--- config.mk ---
export PLATFORM = sky130hd
export DESIGN_NAME = mem_port_arbiter
export DESIGN_NICKNAME = d
export VERILOG_FILES = /design/src/rtl/mem_port_arbiter.sv
export SDC_FILE = /design/constraint.sdc
export NUM_CORES = 1
export LEC_CHECK = 0
export ABC_AREA = 1
export BUFFER_PORTS_ARGS = -buffer_cell sky130_fd_sc_hd__buf_4
export CAP_MARGIN = 5
export CORE_MARGIN = 5
export CORE_UTILIZATION = 33
export CTS_BUF_LIST = sky130_fd_sc_hd__clkbuf_2
export DETAILED_ROUTE_END_ITERATION = 16
export PLACE_DENSITY_LB_ADDON = 0.15
export SYNTH_ARGS = -nofsm -noshare
export SYNTH_HDL_FRONTEND = slang
export SYNTH_SLANG_ARGS = --single-unit
export TNS_END_PERCENT = 20
--- constraint.sdc ---
create_clock -name clk -period 4.1 [get_ports clk]
set_clock_uncertainty 0.05 [all_clocks]
set_input_delay 0.615 -clock clk [delete_from_list [all_inputs] [get_ports clk]]
set_output_delay 0.615 -clock clk [all_outputs]
set_load 0.03 [all_outputs]
--- src/rtl/mem_port_arbiter.sv ---
// mem_port_arbiter: shares one single-ported synchronous RAM between the CPU
// datapath (port 0) and an external loader/debug master (port 1).
// Round-robin arbitration, with a bounded lock that lets port 1 keep ownership
// for at most LOCK_MAX consecutive grants while port 0 is waiting.
//
// Ports:
//   clk, rst                       clock, synchronous active-high reset
//   reqN, weN, addrN, wdataN       port N command, held until gntN
//   gntN                           port N command accepted this cycle (comb)
//   rvalidN, rdataN                port N read return, one cycle after gntN
//   lock1                          port 1 asks to retain ownership
//   mem_en, mem_we, mem_addr,
//   mem_wdata                      memory command (from the winning port)
//   mem_rdata                      memory read data, one cycle after a read
module mem_port_arbiter #(
    parameter int unsigned AW       = 8,
    parameter int unsigned DW       = 16,
    parameter int unsigned LOCK_MAX = 4
) (
    input  logic          clk,
    input  logic          rst,
    input  logic          req0,
    input  logic          we0,
    input  logic [AW-1:0] addr0,
    input  logic [DW-1:0] wdata0,
    output logic          gnt0,
    output logic          rvalid0,
    output logic [DW-1:0] rdata0,
    input  logic          req1,
    input  logic          we1,
    input  logic [AW-1:0] addr1,
    input  logic [DW-1:0] wdata1,
    output logic          gnt1,
    output logic          rvalid1,
    output logic [DW-1:0] rdata1,
    input  logic          lock1,
    output logic          mem_en,
    output logic          mem_we,
    output logic [AW-1:0] mem_addr,
    output logic [DW-1:0] mem_wdata,
    input  logic [DW-1:0] mem_rdata
);

    localparam int unsigned CW = 4;
    localparam logic [CW-1:0] LOCK_LIM = CW'(LOCK_MAX);

    typedef enum logic {
        IDLE_RR = 1'b0,
        LOCKED  = 1'b1
    } state_t;

    state_t          state;
    state_t          state_next;
    logic            last;
    logic            last_next;
    logic [CW-1:0]   lock_cnt;
    logic [CW-1:0]   lock_cnt_next;
    logic [1:0]      rsel;
    logic [1:0]      rsel_next;
    logic            lock_room;

    // State register: lock history, last owner and read-return pipeline.
    always_ff @(posedge clk) begin
        if (rst) begin
            state    <= IDLE_RR;
            last     <= 1'b1;
            lock_cnt <= '0;
            rsel     <= '0;
        end else begin
            state    <= state_next;
            last     <= last_next;
            lock_cnt <= lock_cnt_next;
            rsel     <= rsel_next;
        end
    end

    // Arbitration, lock accounting and memory command mux.
    always_comb begin
        gnt0          = 1'b0;
        gnt1          = 1'b0;
        last_next     = last;
        lock_cnt_next = lock_cnt;
        state_next    = state;
        mem_en        = 1'b0;
        mem_we        = 1'b0;
        mem_addr      = '0;
        mem_wdata     = '0;
        rsel_next     = '0;

        // In IDLE_RR the count is zero, so the lock always has room there.
        lock_room = (state == IDLE_RR) || (lock_cnt < LOCK_LIM);

        if (!rst) begin
            if (lock1 && req1 && (!req0 || lock_room)) begin
                gnt1 = 1'b1;
            end else if (req0 && req1) begin
                gnt0 = last;
                gnt1 = !last;
            end else if (req0) begin
                gnt0 = 1'b1;
            end else if (req1) begin
                gnt1 = 1'b1;
            end
        end

        if (gnt0) begin
            last_next = 1'b0;
        end else if (gnt1) begin
            last_next = 1'b1;
        end

        // Count only grants that actually keep port 0 waiting; saturate.
        if (!lock1 || gnt0) begin
            lock_cnt_next = '0;
        end else if (gnt1 && req0 && (lock_cnt < LOCK_LIM)) begin
            lock_cnt_next = lock_cnt + CW'(1);
        end

        state_next = (lock_cnt_next != '0) ? LOCKED : IDLE_RR;

        if (gnt0) begin
            mem_en    = 1'b1;
            mem_we    = we0;
            mem_addr  = addr0;
            mem_wdata = wdata0;
        end else if (gnt1) begin
            mem_en    = 1'b1;
            mem_we    = we1;
            mem_addr  = addr1;
            mem_wdata = wdata1;
        end

        rsel_next = {gnt1 & ~we1, gnt0 & ~we0};
    end

    // Read return: a read in flight when reset arrives is never reported.
    assign rvalid0 = rsel[0] & ~rst;
    assign rvalid1 = rsel[1] & ~rst;
    assign rdata0  = mem_rdata;
    assign rdata1  = mem_rdata;

endmodule

==> results.rst, run 1 <==
.. list-table::
   :header-rows: 1

   * - Metric
     - Value
   * - Highest Clock Rate
     - 415.1 MHz
   * - Final critical-path required period
     - 2409 ps
   * - Fraction of the mapped netlist area in compound gates
     - 24.20%
   * - Non-Filler Cell Area, Final
     - 1339 um^2
   * - Portion of the post-synthesis area used by sequential elements
     - around 17%
   * - Data required time of the worst path
     - 3430 ps
   * - Unrepaired setup endpoints after global routing
     - false
   * - Horizontal die dimension
     - approximately 63 um
   * - Setup Buffers After CTS
     - 0
   * - I/O pin total
     - 133
   * - Average cell area after synthesis
     - 7.428 um^2
   * - Normalized max-slew margin
     - 82.90%
   * - Placed instance count
     - approximately 210
   * - Clock Path Buffers
     - 2
   * - Type of destination of the critical path
     - output pin
   * - Largest net degree at the start of global routing
     - 27
   * - Share of post-route cells with drive strength above 1
     - between 50 and 60%
   * - Number of violations of the max-capacitance limit
     - 0
   * - Leak pwr
     - 0.7891 nW
   * - Transition at the pin with the smallest max-transition slack
     - approximately 260 ps
   * - Routed vias
     - 971
   * - Sink Count
     - 8
   * - Die extent in y
     - 63.26 um
   * - Number of antenna diodes
     - 0
   * - Kind of critical path
     - in -> out
   * - Register-to-Register Setup Slack
     - 2870 ps
   * - Estimated wirelength of the detail-placed design
     - 2554 um
   * - Layout Nets
     - 251
   * - CTS tree
     - built
   * - Worst r2r path cells
     - 11
   * - Cell depth of the worst hold path
     - 2
   * - Global-route usage over all layers
     - 14.44%
   * - TritonRoute pass-1 iters
     - 4
   * - Iteration-0 DRC Markers
     - 41
   * - Worst hold path class
     - reg -> reg
   * - IO buf count
     - 84
   * - Number of antenna violations at the first check in global routing
     - 0
   * - Later-pin clock latency in the skew report
     - 230 ps
   * - Remaining Overflow, GRT
     - 0
   * - Share of the clock period used by the worst path after layout
     - 58.75%
   * - Share of Yosys cell area claimed by the top area cell type
     - a little over a quarter
   * - Vias in the first global route
     - between 1000 and 1500
   * - Starting Density
     - 34.23%
   * - Synthesis-stage register bit count
     - 8
   * - Post-synth top area cell
     - sky130_fd_sc_hd__buf_4
   * - Hold Path Origin
     - lock_cnt[3]$_SDFF_PP0_
   * - Post-cts sizing count
     - 0
   * - Post-synthesis share of cell area spent on xor and xnor gates
     - 0%
   * - Max-slew violation count
     - 0
   * - Layout area overhead
     - 43.05%
   * - FF-to-FF End
     - state$_SDFF_PP0_
   * - Number of endpoints failing setup at the final stage
     - 0
   * - Vias per cell
     - approximately 4.7
   * - Proportion of synthesized area in mux cells
     - 0%
   * - Placed Instance Area
     - 1324 um^2
   * - Synth cell types
     - 18
   * - CTS clock-pin slew for the worst setup and hold paths
     - 80 ps
   * - Synthesized Nets
     - 198
   * - Setup TNS
     - 0 ps
   * - Post-route total power
     - 0.2982 mW
   * - Number of cells produced by synthesis
     - between 100 and 150
   * - Adder and majority gate portion of the synthesized area
     - 1.337%
   * - End point of the worst hold path
     - lock_cnt[3]$_SDFF_PP0_
   * - Run status
     - finished, final reports clean
   * - Post-CTS Hold Fix Bufs
     - 0
   * - Last weighted congestion value of the routability-driven placer
     - 0.7773
   * - Area of the core
     - 2734 um^2
   * - DRC violations left
     - 0
   * - Cell row count
     - 19
   * - Antenna violation net count after detailed routing
     - 0
   * - Number of buffers inserted during clock tree synthesis
     - 3
   * - Wire length per cell after detailed routing
     - about 15 um
   * - Arrival time at the worst endpoint
     - 1740 ps
   * - Number of cells in the finished layout apart from fillers
     - 208
   * - Maximum VDD drop
     - approximately 0.15 mV
   * - Final hold viol count
     - 0
   * - Mapped cell area
     - 935.9 um^2
   * - Layout fillers
     - 285
   * - Synth Warn #
     - 0
   * - Power per standard cell area
     - 222.8 nW/um^2
   * - Total area of multi-input combinational cells
     - approximately 430 um^2
   * - Area of the die
     - 4001 um^2
   * - CTS H-Tree Depth
     - 1
   * - Largest family of logic cells by synthesized area
     - buffers and inverters
   * - Global-route wire length before repair
     - 4816 um
   * - Reg area
     - 160.2 um^2
   * - Startpoint of the worst-slack reg-to-reg timing path
     - lock_cnt[2]$_SDFF_PP0_
   * - Simple-Gate Fraction of Synth Area
     - between 15 and 20%
   * - Ranking of synthesized cells by area
     - sky130_fd_sc_hd__buf_4 26%, sky130_fd_sc_hd__a22o_1 22%, sky130_fd_sc_hd__dfxtp_1 17%
   * - Maximum fanout encountered on the critical timing path
     - 26
   * - Total Wirelength
     - 3041 um
   * - CTS Root Cell
     - sky130_fd_sc_hd__clkbuf_2
   * - Critical path startpoint category
     - input port
==> synth_stat cells, drive strengths merged <==
cell	instances
o31ai	1
nand3b	1
nor3	2
ha	1
nand2	25
a21oi	1
inv	17
buf	36
dfxtp	8
nor2	6
a22o	24
nand3	4
==> routing by layer <==
metal  up-vias  GRT usage (%)  routed length [um]
li1        487              -                   -
met1       420          14.97                1117
met2        62          26.54                1572
met3         2          6.217                 345
met4         0          3.377                   5
met5         -              0                   0
==> cell families after synthesis <==
| kind of cell | count (synthesis) |
|---|---|
| buffers and inverters | 53 |
| AND/OR/NAND/NOR | 38 |
| AO/OA/AOI/OAI | 26 |
| flip-flops | 8 |
| adder cells (fa/ha/maj) | 1 |
==> cells in the final DEF (no fill, tap or decap) <==
master / instances
sky130_fd_sc_hd__nand2_2: 3
sky130_fd_sc_hd__nand2_4: 3
sky130_fd_sc_hd__nand3b_1: 1
sky130_fd_sc_hd__ha_1: 1
sky130_fd_sc_hd__nand2_1: 19
sky130_fd_sc_hd__nand3_1: 4
sky130_fd_sc_hd__clkbuf_2: 3
sky130_fd_sc_hd__buf_4: 84
sky130_fd_sc_hd__nor2_1: 5
sky130_fd_sc_hd__nor3_1: 2
sky130_fd_sc_hd__inv_1: 14
sky130_fd_sc_hd__o31ai_1: 1
sky130_fd_sc_hd__dfxtp_1: 8
sky130_fd_sc_hd__nor2_2: 1
sky130_fd_sc_hd__inv_4: 2
sky130_fd_sc_hd__a22o_1: 24
sky130_fd_sc_hd__a21oi_2: 1
sky130_fd_sc_hd__inv_2: 1
==> sequential cells by signal, summed over array words and instances, names as in the netlist <==
| register | count |
|---|---|
| lock_cnt | 4 |
| rsel | 2 |
| last | 1 |
| state | 1 |
==> worst max-delay path, stage by stage <==
cell and delay [ps]:
sky130_fd_sc_hd__buf_4 140, sky130_fd_sc_hd__inv_2 80, sky130_fd_sc_hd__nand2_2 60, sky130_fd_sc_hd__a21oi_2 160
sky130_fd_sc_hd__nand2_4 100, sky130_fd_sc_hd__inv_4 220, sky130_fd_sc_hd__a22o_1 200, sky130_fd_sc_hd__buf_4 160
==> metrics by stage <==
| stage | worst slack (ps) | util [%] | hold WS [ps] |
|---|---|---|---|
| final | 1691 | 48.97 | 412.0 |
| after global routing | 1587 | 48.97 | 454.6 |
| after CTS | 1681 | 48.97 | 415.4 |
| after detailed placement | 1684 | 48.42 | 401.9 |
| after global placement | 1715 | 48.42 | 399.8 |
| after floorplan | 1881 | - | 381.9 |
==> how the worst max path moves through the flow <==
stage	endpoint	startpoint	slack, ps
floorplan	mem_addr[0]	req0	1880
global placement	mem_wdata[13]	rst	1720
detailed placement	mem_wdata[13]	rst	1680
CTS	mem_addr[3]	rst	1680
global route	mem_wdata[12]	rst	1590
finish	mem_wdata[12]	rst	1690
==> final cells by class <==
class / count / area share (%)
Clock buffer: 3 / 1.121
Tap cell: 31 / 2.897
Timing Repair Buffer: 84 / 47.10
Inverter: 17 / 5.140
Sequential cell: 8 / 11.96
Multi-Input combinational cell: 65 / 31.78
==> power breakdown <==
group / internal [mW] / leakage, nW / switching (mW)
Clock: 0.0200 / 0.0125 / 0.0268
Combinational: 0.0792 / 0.711 / 0.0906
Sequential: 0.0803 / 0.0652 / 0.00138
Total: 0.179 / 0.789 / 0.119
Power figures use the tool's default switching activity.
==> run 2: changes to the inputs <==
CORE_UTILIZATION = 31   (was 33)
clock period = 2.49 ns   (was 4.1 ns; I/O delays follow)
==> run 2 against run 1 <==
Net effect: clock power rose by 55%; first-iteration DRC count fell by 20%; register-to-register slack got worse by 1600 ps; critical path type is now reg -> out; total power rose by 63%; design area rose by 0.19%; largest power group unchanged; die area rose by 5.4%; wire length fell by 4.5%; flip-flop and latch count did not move; hold slack got worse by 160 ps; largest cell class unchanged; combinational power rose by 64%.
==> results.rst, run 2 (synthesized netlist as in run 1, its figures left out) <==
.. list-table::
   :header-rows: 1

   * - Metric
     - Value
   * - Unrepaired setup endpoints after global routing
     - false
   * - Clock Path Buffers
     - 2 (unchanged)
   * - Die extent in y
     - 64.95 um (+2.7%)
   * - Number of endpoints failing setup at the final stage
     - 0 (unchanged)
   * - Register ranked first by flip-flop count
     - lock_cnt
   * - Cell row count
     - 20 (+1)
   * - Non-Filler Cell Area, Final
     - 1341 um^2 (+0.19%)
   * - Data required time of the worst path
     - 2070 ps (-1360 ps)
   * - TritonRoute pass-1 iters
     - 2 (-2)
   * - Number of antenna violations at the first check in global routing
     - 0 (unchanged)
   * - Number of antenna diodes
     - 0 (unchanged)
   * - Biggest registers after layout
     - lock_cnt (4), rsel (2)
   * - Placed Instance Area
     - 1326 um^2 (+0.19%)
   * - Arrival time at the worst endpoint
     - 1570 ps (-170 ps)
   * - Maximum VDD drop
     - 0.2472 mV (+68%)
   * - Transition at the pin with the smallest max-transition slack
     - 243.7 ps (-12.79 ps)
   * - Share of the clock period used by the worst path after layout
     - approximately 80%
   * - Total Wirelength
     - 2903 um (-4.5%)
   * - Layout fillers
     - 316 (+11%)
   * - CTS Root Cell
     - sky130_fd_sc_hd__clkbuf_2
   * - Last weighted congestion value of the routability-driven placer
     - 0.8389 (+7.9%)
   * - Post-CTS Hold Fix Bufs
     - 0 (unchanged)
   * - CTS H-Tree Depth
     - 1 (unchanged)
   * - Number of violations of the max-capacitance limit
     - 0 (unchanged)
   * - Worst r2r path cells
     - 11 (unchanged)
   * - Remaining Overflow, GRT
     - 0 (unchanged)
   * - Number of cells in the finished layout apart from fillers
     - 210 (+0.96%)
   * - Critical path startpoint category
     - flop
   * - Post-route total power
     - 0.4862 mW (+63%)
   * - CTS tree
     - built
   * - Max-slew violation count
     - 0 (unchanged)
   * - Estimated wirelength of the detail-placed design
     - 2547 um (-0.27%)
   * - Register-to-Register Setup Slack
     - 1270 ps (-1600 ps)
   * - Kind of critical path
     - reg -> out
   * - Share of post-route cells with drive strength above 1
     - 55.37% (unchanged)
   * - Type of destination of the critical path
     - output pin
   * - Run status
     - finished, final reports clean
   * - Highest Clock Rate
     - about 500 MHz
   * - Later-pin clock latency in the skew report
     - 230 ps (about the same)
   * - Setup TNS
     - 0 ps (unchanged)
   * - Area of the die
     - 4218 um^2 (+5.4%)
   * - Normalized max-slew margin
     - 83.69% (+0.79 points)
   * - Wire length per cell after detailed routing
     - 13.82 um (-5.4%)
   * - DRC violations left
     - 0 (unchanged)
   * - Global-route wire length before repair
     - 4333 um (-10%)
   * - CTS clock-pin slew for the worst setup and hold paths
     - 60 ps (-20 ps)
   * - Power per standard cell area
     - 362.5 nW/um^2 (+63%)
   * - Vias per cell
     - 4.638 (-0.65%)
   * - I/O pin total
     - 133 (unchanged)
   * - Final critical-path required period
     - 1998 ps
   * - Placed instance count
     - 207 (+0.98%)
   * - Number of buffers inserted during clock tree synthesis
     - 3 (unchanged)
   * - Worst hold path class
     - in -> reg
   * - Vias in the first global route
     - 982 (-3.0%)
   * - Sink Count
     - 8 (unchanged)
   * - Flip-flop count of the largest register after layout
     - 4 (unchanged)
   * - Layout Nets
     - 251 (unchanged)
   * - Startpoint of the worst-slack reg-to-reg timing path
     - lock_cnt[3]$_SDFF_PP0_
   * - Endpoint of the worst setup timing path
     - mem_addr[5]
   * - Leak pwr
     - 0.7891 nW (unchanged)
   * - FF-to-FF End
     - state$_SDFF_PP0_
   * - Global-route usage over all layers
     - 12.85% (-1.6 points)
   * - Most frequent standard cell in the layout excluding fill and tap cells
     - sky130_fd_sc_hd__buf_4
   * - Setup Buffers After CTS
     - 0 (unchanged)
   * - Post-cts sizing count
     - 0 (unchanged)
   * - Maximum fanout encountered on the critical timing path
     - 26 (unchanged)
   * - Routed vias
     - 974 (+0.31%)
   * - Start point of the critical path
     - lock_cnt[2]$_SDFF_PP0_
   * - Largest net degree at the start of global routing
     - 27 (unchanged)
   * - IO buf count
     - 84 (unchanged)
   * - Iteration-0 DRC Markers
     - 33 (-20%)
   * - Final hold viol count
     - 0 (unchanged)
   * - Starting Density
     - 31.43% (-2.8 points)
   * - Horizontal die dimension
     - 64.95 um (+2.7%)
   * - Hold Slack
     - 256.7 ps (-155.4 ps)
   * - Area of the core
     - 2978 um^2 (+8.9%)
   * - Most used cells in the layout excluding fill and tap cells
     - 84 x sky130_fd_sc_hd__buf_4, 24 x sky130_fd_sc_hd__a22o_1, 19 x sky130_fd_sc_hd__nand2_1
   * - Antenna violation net count after detailed routing
     - 0 (unchanged)
   * - Layout area overhead
     - 43.32%
[run 2: cell counts in the layout (fill, tap and decap cells not counted)]
Identical to the previous run, type by type.
[run 2: layer usage]
metal	GRT usage, %	routed length [um]
met4	5.277	48
met1	12.29	939
met3	4.853	311
met2	24.27	1603
met5	0	0
[run 2: cell type report]
| class | instances | area [um^2] | area share, % |
|---|---|---|---|
| inverter | 17 | 68.82 | 5.131 |
| clock buffer | 3 | 15.01 | 1.119 |
| multi-input combinational | 65 | 425.4 | 31.72 |
| tap | 33 | 41.29 | 3.078 |
| sequential | 8 | 160.2 | 11.94 |
| timing repair buffer | 84 | 630.6 | 47.01 |
[run 2: worst min path at each step]
stage	start	endpoint	cells past startpoint
2_1_floorplan	lock_cnt[3]$_SDFF_PP0_	lock_cnt[3]$_SDFF_PP0_	2
3_3_place_gp	lock_cnt[3]$_SDFF_PP0_	lock_cnt[3]$_SDFF_PP0_	2
5_1_grt	we0	rsel[0]$_SDFF_PP0_	2
4_1_cts	we0	rsel[0]$_SDFF_PP0_	2
3_5_place_dp	lock_cnt[3]$_SDFF_PP0_	lock_cnt[3]$_SDFF_PP0_	2
6_report	we1	rsel[1]$_SDFF_PP0_	2
[run 2: critical path, cell delays in order (launching register included)]
cell and delay (ps):
sky130_fd_sc_hd__dfxtp_1 300, sky130_fd_sc_hd__inv_1 60, sky130_fd_sc_hd__nand2_1 70, sky130_fd_sc_hd__nand2_1 70, sky130_fd_sc_hd__nand2_2 70, sky130_fd_sc_hd__nand2_2 130
sky130_fd_sc_hd__nand2_4 80, sky130_fd_sc_hd__inv_4 200, sky130_fd_sc_hd__a22o_1 190, sky130_fd_sc_hd__buf_4 170
[run 2: per-stage QoR]
| step | setup WS, ps | utilization [%] |
|---|---|---|
| floorplan | 754.3 | - |
| global placement | 547.3 | 44.54 |
| detailed placement | 556.1 | 44.54 |
| CTS | 467.3 | 45.04 |
| global route | 339.3 | 45.04 |
| finish | 491.8 | 45.04 |
[run 2: power breakdown]
part	switching, mW	internal, mW	leakage (nW)	total [mW]
clock	0.0398	0.0327	0.0125	0.0725
sequential	0.00222	0.132	0.0652	0.135
combinational	0.149	0.130	0.711	0.279
==> run 3: changes to the inputs <==
ABC_AREA = 0   (was 1)
CORE_UTILIZATION = 28   (was 31)
clock period = 1.6 ns   (was 2.49 ns; I/O delays follow)
==> run 3 against run 2 <==
Net effect: the run now ends with negative setup slack left; sequential share of layout area down 1.7 points; register-to-register slack worse by 1300 ps; worst setup slack worse by 800 ps.
==> results.rst, run 3 <==
.. list-table::
   :header-rows: 1

   * - Metric
     - Value
   * - Post-synth top flop
     - sky130_fd_sc_hd__dfxtp_1
   * - Normalized max-slew margin
     - 66.69% (-17 points)
   * - Estimated wirelength of the detail-placed design
     - 2617 um (+2.7%)
   * - Unrepaired setup endpoints after global routing
     - true
   * - Critical path startpoint category
     - flop
   * - Number of flops mapped to enable cells by yosys
     - 0 (unchanged)
   * - I/O pin total
     - 133 (unchanged)
   * - Starting Density
     - 29.72% (-1.7 points)
   * - Horizontal die dimension
     - 67.39 um (+3.8%)
   * - Synth cell types
     - 27 (+9)
   * - Layout Nets
     - 244 (-2.8%)
   * - Hold Slack
     - 119.7 ps (-136.9 ps)
   * - Number of antenna violations at the first check in global routing
     - 0 (unchanged)
   * - Clock Path Buffers
     - 2 (unchanged)
   * - Number of antenna diodes
     - 0 (unchanged)
   * - Share of post-route cells with drive strength above 1
     - 73.53% (+18 points)
   * - Final hold viol count
     - 0 (unchanged)
   * - Portion of the post-synthesis area used by sequential elements
     - 17.37% (+0.26 points)
   * - Last weighted congestion value of the routability-driven placer
     - 0.7870 (-6.2%)
   * - Register ranked first by flip-flop count
     - lock_cnt
   * - Global-route usage over all layers
     - 13.40% (+0.55 points)
   * - Top cells by instance count after synthesis
     - 32 x sky130_fd_sc_hd__buf_4, 25 x sky130_fd_sc_hd__a22o_1, 8 x sky130_fd_sc_hd__dfxtp_1, 8 x sky130_fd_sc_hd__nor2_1, 5 x sky130_fd_sc_hd__inv_1
   * - Number of violations of the max-capacitance limit
     - 0 (unchanged)
   * - Most frequent standard cell in the layout excluding fill and tap cells
     - sky130_fd_sc_hd__buf_4
   * - Data required time of the worst path
     - 1310 ps (-760 ps)
   * - Number of cells produced by synthesis
     - 106 (-16%)
   * - Violations in the final reports
     - negative setup slack
   * - Max-slew violation count
     - 0 (unchanged)
   * - Kind of critical path
     - reg -> out
   * - Iteration-0 DRC Markers
     - 50 (+52%)
   * - Synthesized Nets
     - 178 (-10%)
   * - Final worst-path setup slack
     - -303.4 ps (-795.2 ps)
   * - Highest Clock Rate
     - 525.4 MHz
   * - Area of the core
     - 3103 um^2 (+4.2%)
   * - Share of Yosys cell area claimed by the top area cell type
     - 26.05% (-0.42 points)
   * - Largest net degree at the start of global routing
     - 27 (unchanged)
   * - Minimum setup slack after placement
     - -69.23 ps (-625.4 ps)
   * - Asr flop ratio synth
     - 0% (unchanged)
   * - Mapped cell area
     - 922.1 um^2 (-1.5%)
   * - Run status
     - complete, but fails checks
   * - TritonRoute pass-1 iters
     - 4 (+2)
   * - IO buf count
     - 84 (unchanged)
   * - Transition at the pin with the smallest max-transition slack
     - 499.2 ps (+255.5 ps)
   * - Cell depth of the worst hold path
     - 2 (unchanged)
   * - Worst r2r path cells
     - 6 (-5)
   * - Share of the core filled with cells in the final layout
     - 51.37% (+6.3 points)
   * - Wire length per cell after detailed routing
     - 16.22 um (+17%)
   * - CTS H-Tree Depth
     - 1 (unchanged)
   * - DRC violations left
     - 0 (unchanged)
   * - Antenna violation net count after detailed routing
     - 0 (unchanged)
   * - Remaining Overflow, GRT
     - 0 (unchanged)
   * - Total Wirelength
     - 3471 um (+20%)
   * - Average cell area after synthesis
     - 8.699 um^2 (+17%)
   * - Routed vias
     - 1039 (+6.7%)
   * - Power per standard cell area
     - 512.0 nW/um^2 (+41%)
   * - Layout area overhead
     - 72.86%
   * - Arrival time at the worst endpoint
     - 1610 ps (+40 ps)
   * - Maximum VDD drop
     - 0.3293 mV (+33%)
   * - Later-pin clock latency in the skew report
     - 230 ps (about the same)
   * - Layout fillers
     - 312 (-1.3%)
   * - Area of the die
     - 4541 um^2 (+7.7%)
   * - Most used cells in the layout excluding fill and tap cells
     - 75 x sky130_fd_sc_hd__buf_4, 21 x sky130_fd_sc_hd__buf_6, 12 x sky130_fd_sc_hd__a22o_1
   * - Number of endpoints failing setup at the final stage
     - 29 (+29)
   * - Cell row count
     - 20 (unchanged)
   * - Post-synth top area cell
     - sky130_fd_sc_hd__buf_4
   * - Biggest registers after layout
     - lock_cnt (4), rsel (2)
   * - Post-route total power
     - 0.8162 mW (+68%)
   * - Placed Instance Area
     - 1405 um^2 (+5.9%)
   * - Non-Filler Cell Area, Final
     - 1594 um^2 (+19%)
   * - Share of the clock period used by the worst path after layout
     - 119.0%
   * - Ranking of synthesized cells by area
     - sky130_fd_sc_hd__buf_4 26%, sky130_fd_sc_hd__a22o_1 24%, sky130_fd_sc_hd__dfxtp_1 17%
   * - Vias per cell
     - 4.855 (+4.7%)
   * - Worst hold path class
     - in -> reg
   * - Synthesis-stage register bit count
     - 8 (unchanged)
   * - CTS tree
     - built
   * - Final critical-path required period
     - 1903 ps
   * - CTS clock-pin slew for the worst setup and hold paths
     - 80 ps (+20 ps)
   * - Number of buffers inserted during clock tree synthesis
     - 3 (unchanged)
   * - Flip-flop count of the largest register after layout
     - 4 (unchanged)
   * - Sink Count
     - 8 (unchanged)
   * - Leak pwr
     - 0.7997 nW (+1.3%)
   * - Most frequent cell after synthesis
     - sky130_fd_sc_hd__buf_4
   * - Type of destination of the critical path
     - output pin
   * - Synth Warn #
     - 0 (unchanged)
   * - CTS Root Cell
     - sky130_fd_sc_hd__clkbuf_2
   * - Global-route wire length before repair
     - 4774 um (+10%)
   * - Die extent in y
     - 67.39 um (+3.8%)
   * - Maximum fanout encountered on the critical timing path
     - 7 (-73%)
   * - Vias in the first global route
     - 975 (-0.71%)
## run 3: cell types whose count changed after synthesis, moves of 3 or more
cell                      change
sky130_fd_sc_hd__inv_1        -9
sky130_fd_sc_hd__nand2_2      -3
sky130_fd_sc_hd__nand3_1      -3
sky130_fd_sc_hd__nor2_1       +3
sky130_fd_sc_hd__nand2_4      -3
sky130_fd_sc_hd__buf_12       +3
sky130_fd_sc_hd__buf_6        -3
sky130_fd_sc_hd__nor2b_1      +3
sky130_fd_sc_hd__nand2_1     -19
## run 3: cell families (layout without fill, tap and decap cells)
kind of cell             count (synthesis)  in the layout  share of synthesized area [%]
AO/OA/AOI/OAI                           34             34                          32.84
AND/OR/NAND/NOR                         18             20                          10.31
flip-flops                               8              8                          17.37
buffers and inverters                   43            105                          36.09
XOR/XNOR                                 1              1                         0.9500
adder cells (fa/ha/maj)                  1              1                          1.357
multiplexers                             1              1                          1.086
## run 3: layer usage
metal | vias to the layer above | part of all wire (%) | global-route usage (%)
li1 | 485 | - | -
met1 | 482 | 35 | 14.33
met2 | 63 | 48 | 23.44
met3 | 9 | 16 | 6.988
met4 | 0 | 0.61 | 2.785
met5 | - | 0 | 0
## run 3: layout make-up
| type | count | area (um^2) | area share (%) |
|---|---|---|---|
| repair buffers | 97 | 819.5 | 51.41 |
| multi-input cells | 57 | 523.0 | 32.81 |
| flip-flops and latches | 8 | 162.7 | 10.20 |
| well taps | 44 | 55.05 | 3.454 |
| inverters | 5 | 18.77 | 1.177 |
| clock buffers | 3 | 15.01 | 0.9419 |
## run 3: where the power goes
| group | leakage, nW | internal, mW | switching [mW] |
|---|---|---|---|
| Clock | 0.0125 | 0.0512 | 0.0678 |
| Combinational | 0.721 | 0.261 | 0.231 |
| Sequential | 0.0660 | 0.203 | 0.00218 |
| Total | 0.800 | 0.515 | 0.301 |
## run 3: path summary, 6_finish.rpt
kind,slack [ps],startpoint,to
worst max-delay path,-300,lock_cnt[2]$_SDFF_PP0_,mem_wdata[3]
worst min-delay path,120,we1,rsel[1]$_SDFF_PP0_
worst max register to register,-50,lock_cnt[2]$_SDFF_PP0_,state$_SDFF_PP0_
worst min register to register,490,lock_cnt[1]$_SDFF_PP0_,lock_cnt[1]$_SDFF_PP0_
## run 3: metrics by stage
step / instances / setup TNS [ps]
floorplan: 106 / -718.8
global placement: 205 / -732.1
detailed placement: 205 / -1494
CTS: 209 / -7616
global route: 214 / -10070
finish: 214 / -6790
## run 3: critical path, cell delays in order (launching register included)
cell                       delay (ps)
sky130_fd_sc_hd__dfxtp_2          340
sky130_fd_sc_hd__o211ai_4         220
sky130_fd_sc_hd__a31oi_4          130
sky130_fd_sc_hd__and2_4           170
sky130_fd_sc_hd__buf_6            130
sky130_fd_sc_hd__a22o_2           260
sky130_fd_sc_hd__buf_6            130
## run 3: what timing repair did
action / in CTS / in global routing
resized for setup: 2 / 30
buffers inserted: 0 / 4
pin swaps: 1 / 8
gates cloned: 1 / 1
hold buffers: 0 / 0
endpoints found under the setup margin: 27 / 29
